**src/rtl/stream_monitor_pkg.sv**
```systemverilog
// Shared types for the passive valid/ready stream monitor: FSM state, cycle
// classification and the per-cycle counter-update bundle.
package stream_monitor_pkg;

    typedef enum logic {
        IDLE    = 1'b0,
        PENDING = 1'b1
    } state_e;

    typedef enum logic [1:0] {
        CYC_IDLE  = 2'd0,
        CYC_STALL = 2'd1,
        CYC_XFER  = 2'd2
    } cycle_e;

    // One bit per statistics counter: set when that counter updates this cycle.
    typedef struct packed {
        logic transfer;
        logic stall;
        logic max_stall;
    } cnt_evt_t;

    function automatic cycle_e classify(input logic valid, input logic ready);
        if (!valid) return CYC_IDLE;
        if (!ready) return CYC_STALL;
        return CYC_XFER;
    endfunction

endpackage

```
**src/rtl/stream_monitor_sat_cnt.sv**
```systemverilog
// Saturating up-counter with synchronous clear; also exposes the next value
// so callers can act on it in the same cycle the count changes.
module stream_monitor_sat_cnt #(
    parameter int unsigned CntWidth = 16
) (
    input  logic                clk_i,
    input  logic                rst_ni,
    input  logic                clear_i,
    input  logic                inc_i,
    output logic [CntWidth-1:0] cnt_o,
    output logic [CntWidth-1:0] cnt_next_o
);

    logic [CntWidth-1:0] cnt_d, cnt_q;

    // NOTE: every always_comb output gets a default first so no latch is inferred.
    always_comb begin
        cnt_d = cnt_q;
        if (clear_i) begin
            cnt_d = '0;
        end else if (inc_i && (cnt_q != '1)) begin
            cnt_d = cnt_q + 1'b1;
        end
    end

    // NOTE: sequential state uses non-blocking assignments only.
    always_ff @(posedge clk_i or negedge rst_ni) begin
        if (!rst_ni) begin
            cnt_q <= '0;
        end else begin
            cnt_q <= cnt_d;
        end
    end

    assign cnt_o      = cnt_q;
    assign cnt_next_o = cnt_d;

endmodule

```
**src/rtl/stream_monitor.sv**
```systemverilog
// Passive protocol monitor for a valid/ready stream: counts transfers and stalls
// and raises sticky errors. Payload-stability check: COMMON_CELLS_STREAM_MON_DATA_CHECK_EN.
module stream_monitor
    import stream_monitor_pkg::*;
#(
    parameter int unsigned DataWidth    = 32,
    parameter int unsigned CntWidth     = 16,
    parameter int unsigned StallTimeout = 0
) (
    input  logic                 clk_i,
    input  logic                 rst_ni,
    input  logic                 clear_i,
    input  logic                 valid_i,
    input  logic                 ready_i,
    input  logic [DataWidth-1:0] data_i,
    output logic [CntWidth-1:0]  transfer_cnt_o,
    output logic [CntWidth-1:0]  stall_cnt_o,
    output logic [CntWidth-1:0]  max_stall_o,
    output logic                 err_valid_drop_o,
    output logic                 err_data_change_o,
    output logic                 err_timeout_o,
    output logic                 err_o
);

    localparam bit                  TimeoutEn  = (StallTimeout != 0);
    localparam logic [CntWidth-1:0] TimeoutVal = CntWidth'(StallTimeout);

    cycle_e              cyc;
    cnt_evt_t            evt;
    state_e              state_d, state_q;
    logic [CntWidth-1:0] max_stall_d, max_stall_q;
    logic [CntWidth-1:0] cur_stall_next;
    logic                err_drop_d, err_drop_q;
    logic                err_to_d, err_to_q;
    logic [CntWidth-1:0] transfer_next_unused, stall_next_unused, cur_stall_unused;

    assign cyc = classify(valid_i, ready_i);

    always_comb begin
        evt.transfer  = !clear_i && (cyc == CYC_XFER);
        evt.stall     = !clear_i && (cyc == CYC_STALL);
        evt.max_stall = !clear_i && (cur_stall_next > max_stall_q);
    end

    stream_monitor_sat_cnt #(.CntWidth(CntWidth)) u_transfer_cnt (
        .clk_i      (clk_i),
        .rst_ni     (rst_ni),
        .clear_i    (clear_i),
        .inc_i      (evt.transfer),
        .cnt_o      (transfer_cnt_o),
        .cnt_next_o (transfer_next_unused)
    );

    stream_monitor_sat_cnt #(.CntWidth(CntWidth)) u_stall_cnt (
        .clk_i      (clk_i),
        .rst_ni     (rst_ni),
        .clear_i    (clear_i),
        .inc_i      (evt.stall),
        .cnt_o      (stall_cnt_o),
        .cnt_next_o (stall_next_unused)
    );

    // Length of the ongoing stall; any non-stall cycle ends it.
    stream_monitor_sat_cnt #(.CntWidth(CntWidth)) u_cur_stall_cnt (
        .clk_i      (clk_i),
        .rst_ni     (rst_ni),
        .clear_i    (clear_i || (cyc != CYC_STALL)),
        .inc_i      (evt.stall),
        .cnt_o      (cur_stall_unused),
        .cnt_next_o (cur_stall_next)
    );

    always_comb begin
        state_d     = state_q;
        max_stall_d = max_stall_q;
        err_drop_d  = err_drop_q;
        err_to_d    = err_to_q;
        if (clear_i) begin
            state_d     = IDLE;
            max_stall_d = '0;
            err_drop_d  = 1'b0;
            err_to_d    = 1'b0;
        end else begin
            unique case (state_q)
                IDLE:    if (cyc == CYC_STALL) state_d = PENDING;
                PENDING: begin
                    if (cyc != CYC_STALL) state_d = IDLE;
                    if (cyc == CYC_IDLE) err_drop_d = 1'b1;
                end
                default: state_d = IDLE;
            endcase
            if (evt.max_stall) max_stall_d = cur_stall_next;
            if (TimeoutEn && (cur_stall_next >= TimeoutVal)) err_to_d = 1'b1;
        end
    end

    always_ff @(posedge clk_i or negedge rst_ni) begin
        if (!rst_ni) begin
            state_q     <= IDLE;
            max_stall_q <= '0;
            err_drop_q  <= 1'b0;
            err_to_q    <= 1'b0;
        end else begin
            state_q     <= state_d;
            max_stall_q <= max_stall_d;
            err_drop_q  <= err_drop_d;
            err_to_q    <= err_to_d;
        end
    end

`ifdef COMMON_CELLS_STREAM_MON_DATA_CHECK_EN
    logic [DataWidth-1:0] data_d, data_q;
    logic                 err_data_d, err_data_q;

    // Payload is latched when a stall begins and must hold until the handshake.
    always_comb begin
        data_d     = data_q;
        err_data_d = err_data_q;
        if (clear_i) begin
            data_d     = '0;
            err_data_d = 1'b0;
        end else if (state_q == IDLE) begin
            if (cyc == CYC_STALL) data_d = data_i;
        end else if (valid_i && (data_i != data_q)) begin
            err_data_d = 1'b1;
        end
    end

    always_ff @(posedge clk_i or negedge rst_ni) begin
        if (!rst_ni) begin
            data_q     <= '0;
            err_data_q <= 1'b0;
        end else begin
            data_q     <= data_d;
            err_data_q <= err_data_d;
        end
    end

    assign err_data_change_o = err_data_q;
`else
    logic data_unused;
    assign data_unused       = ^data_i;
    assign err_data_change_o = 1'b0;
`endif

    assign max_stall_o      = max_stall_q;
    assign err_valid_drop_o = err_drop_q;
    assign err_timeout_o    = err_to_q;
    assign err_o            = err_drop_q | err_data_change_o | err_to_q;

endmodule

```
**config.mk**
```make
export PLATFORM = sky130hd
export DESIGN_NAME = stream_monitor
export DESIGN_NICKNAME = d
export VERILOG_FILES = /design/src/rtl/stream_monitor_pkg.sv /design/src/rtl/stream_monitor_sat_cnt.sv /design/src/rtl/stream_monitor.sv
export SDC_FILE = /design/constraint.sdc
export NUM_CORES = 1
export LEC_CHECK = 0
export ABC_AREA = 1
export ABC_CLOCK_PERIOD_IN_PS = 3750
export BUFFER_PORTS_ARGS = -buffer_cell sky130_fd_sc_hd__buf_2
export CAP_MARGIN = 5
export CORE_MARGIN = 5
export CORE_UTILIZATION = 45
export CTS_CLUSTER_SIZE = 10
export DETAILED_ROUTE_END_ITERATION = 16
export PLACE_DENSITY_LB_ADDON = 0.08
export SLEW_MARGIN = 20
export SYNTH_ARGS = -nofsm -noshare
export SYNTH_HDL_FRONTEND = slang
export SYNTH_SLANG_ARGS = --single-unit
```
**constraint.sdc**
```tcl
create_clock -name clk_i -period 3.75 [get_ports clk_i]
set_clock_uncertainty 0.15 [all_clocks]
set_input_delay 0.75 -clock clk_i [delete_from_list [all_inputs] [get_ports clk_i]]
set_output_delay 0.75 -clock clk_i [all_outputs]
set_load 0.05 [all_outputs]
```
==> metrics.cfg <==
[synth]
synth_xor_area_share_pct=0.932
synthMuxAreaShare_pct=0
synth_top_flop_cell=dfrtp_1
synth_cell_type_count=42
synth_area_um2=3760
synth-compound-area-share_pct=10.7
yosys_warnings=0
synth_edf_count=0
synth_seq_cells=66
syn_avg_cell_area_um2=8.12
synth_simple_gate_area_share_pct=28.3
ys_seq_area_share_pct=43.9
synth_top_family_by_area=simple AND/OR/NAND/NOR gates
ys_async_sr_fraction_pct=100
postSynthCellCount=463
synthAdderAreaFrac_pct=5.99

[setup_path]
crit_type=flip-flop to flip-flop
start_kind=flip-flop
critPathCaptureType=flip-flop
required_ns=3.87
worst_ep_arrival_time_ns=3.56
path_max_fanout=11

[global_route]
overflow=0
antenna_found_initial=0
grt_first_pass_wirelength_mm=13.9
grt_pass1_vias=3057
grt_max_degree=45
grt.total_usage_pct=16.8

[power_and_ir_drop]
finalPower_mw=1.57
power_leakage_nw=2.19
ir_worst_vdd_v=0.000186
power.density_nw_per_um2=356

[cells_and_area]
layout_commonest_cell=nand2_1
layout-drive-gt1-share_pct=23.7
diodes=0
final_net_count=585
final_area_um2=4410
final_cell_mix=89 x nand2_1, 67 x inv_1, 66 x dfrtp_1, 53 x buf_2, 36 x nor2_1
instances_no_fill=640
area_growth_pct=17.3

[die]
rows=33
pin_count=89
die_h_um=101
initial_core_util_pct=46.0
die-area_um2=10300
core_area_um2=8180
die_x_um=101

[clock_tree]
cts_tree=yes
clockBufferDepth=2
clock-root-buffer=clkbuf_8
cts_buffers=9
htreeDepth=3
clk_latency_ns=0.33
cts.sinks=66
clk_pin_slew_ns=0.07

[placement]
io_buffers=54
gp_congestion=0.898
postPlaceCellArea_um2=4160
dp_cells=623
hpwl_mm=6.11

[timing]
setup_tns_ns=0
rsz0062_at_grt=no
fmax_ghz=0.290
drv_slew=0
layout_worst_path_cycle_share_pct=91.8
min_period_ns=3.44
hold_violations=0
worst_slew_pin_slew_ns=0.589
setup_viol=0
slew_headroom_pct=60.7

[drt]
totalWireLength_mm=8.27
drtPass1Iterations=4
first_iter_violations=88
drc=0
via_count=3189
vias_per_cell=4.98
wl_per_cell_um=12.9
ant_nets=0

[flow_run]
drv_cap=0

[min_path]
min_path_type=input port to asynchronous set/reset pin

[outcome]
status=complete, no violations

[power breakdown]
group	internal (mW)	switching, mW
sequential	0.724	0.0140
combinational	0.0417	0.127
clock	0.391	0.272
total	1.16	0.413
[metal layers]
| layer | vias to the layer above | wire [um] | GRT usage (%) |
|---|---|---|---|
| met2 | 68 | 3830 | 26.8 |
| met4 | 0 | 68 | 5.52 |
| met1 | 1467 | 3970 | 22.5 |
| met3 | 9 | 407 | 4.06 |
| met5 | - | 0 | 0 |
| li1 | 1645 | - | - |
[path summary, 6_finish.rpt]
check / start / endpoint / slack [ns] / cells past startpoint
setup / recovery: u_cur_stall_cnt.cnt_o[0]$_DFF_PN0_ / max_stall_o[4]$_DFFE_PN0P_ / 0.31 / 21
setup reg to reg: u_cur_stall_cnt.cnt_o[0]$_DFF_PN0_ / max_stall_o[4]$_DFFE_PN0P_ / 0.31 / 21
max in group asynchronous: rst_ni / u_stall_cnt.cnt_o[1]$_DFFE_PN0P_ / 2.58 / 2
min in group clk_i: state_q$_DFF_PN0_ / err_valid_drop_o$_DFFE_PN0P_ / 0.34 / 2
hold / removal: rst_ni / u_transfer_cnt.cnt_o[15]$_DFFE_PN0P_ / 0.26 / 1
hold reg to reg: state_q$_DFF_PN0_ / err_valid_drop_o$_DFFE_PN0P_ / 0.34 / 2
[synthesized netlist by cell type, drive strengths merged, types with 3 or more instances]
cell type,n,area [um^2]
nand2,101,419
inv,78,293
dfrtp,66,1650
nor2,42,183
nand3,39,268
a21oi,33,165
o21ai,26,130
ha,18,225
nor3,17,90.1
nand4,8,50.1
buf,7,66.3
nor4,5,31.3
a211oi,3,27.5
xnor2,3,26.3
[critical path, cell delays in order (launching register included)]
cell and delay, ns:
dfrtp_1 0.42, ha_2 0.23, nand3_1 0.14, nor2_2 0.08
nand2_2 0.10, nand2_2 0.08, inv_2 0.08, nand2_1 0.10
nor2_4 0.13, nand2_2 0.08, nor2_4 0.14, a21oi_1 0.09
a211oi_2 0.28, ha_1 0.30, a21oi_1 0.12, o21ai_0 0.11
a21oi_1 0.19, nand2_2 0.12, nand2_8 0.12, buf_12 0.15
nand3_1 0.07, nand2_1 0.10
[sequential cells by signal, indices dropped and copies added, names as in the netlist]
register,count
max_stall_o,16
err_valid_drop_o,1
state_q,1
u_stall_cnt.cnt_o,16
u_transfer_cnt.cnt_o,16
u_cur_stall_cnt.cnt_o,16
[what timing repair did]
item / CTS / global route
gates resized for setup: 0 / 4
endpoints found under the setup margin: 0 / 16
hold buffers: 0 / 0
setup buffers: 0 / 1
[cells by family after synthesis]
group	after synthesis
AO/OA/AOI/OAI	72
XOR/XNOR	4
adder cells (fa/ha/maj)	18
buffers and inverters	87
flip-flops	66
other	1
AND/OR/NAND/NOR	215
[per-stage QoR]
| stage | util (%) | hold WS, ns | setup slack [ns] |
|---|---|---|---|
| 2_1_floorplan | - | 0.304 | 0.601 |
| 6_report | 54.0 | 0.256 | 0.307 |
| 3_5_place_dp | 50.9 | 0.327 | 0.0683 |
| 4_1_cts | 53.6 | 0.346 | 0.159 |
| 3_3_place_gp | 50.9 | 0.329 | 0.0977 |
| 5_1_grt | 54.0 | 0.282 | 0.0117 |
[final cells by class]
type	instances	area, um^2
fillers	804	3760
multi-input cells	311	1760
flip-flops and latches	66	1650
repair buffers	64	360
inverters	78	293
clock buffers	11	141
well taps	105	131
clock inverters	5	77.6
Note: power is estimated with default switching activity, not from simulation.
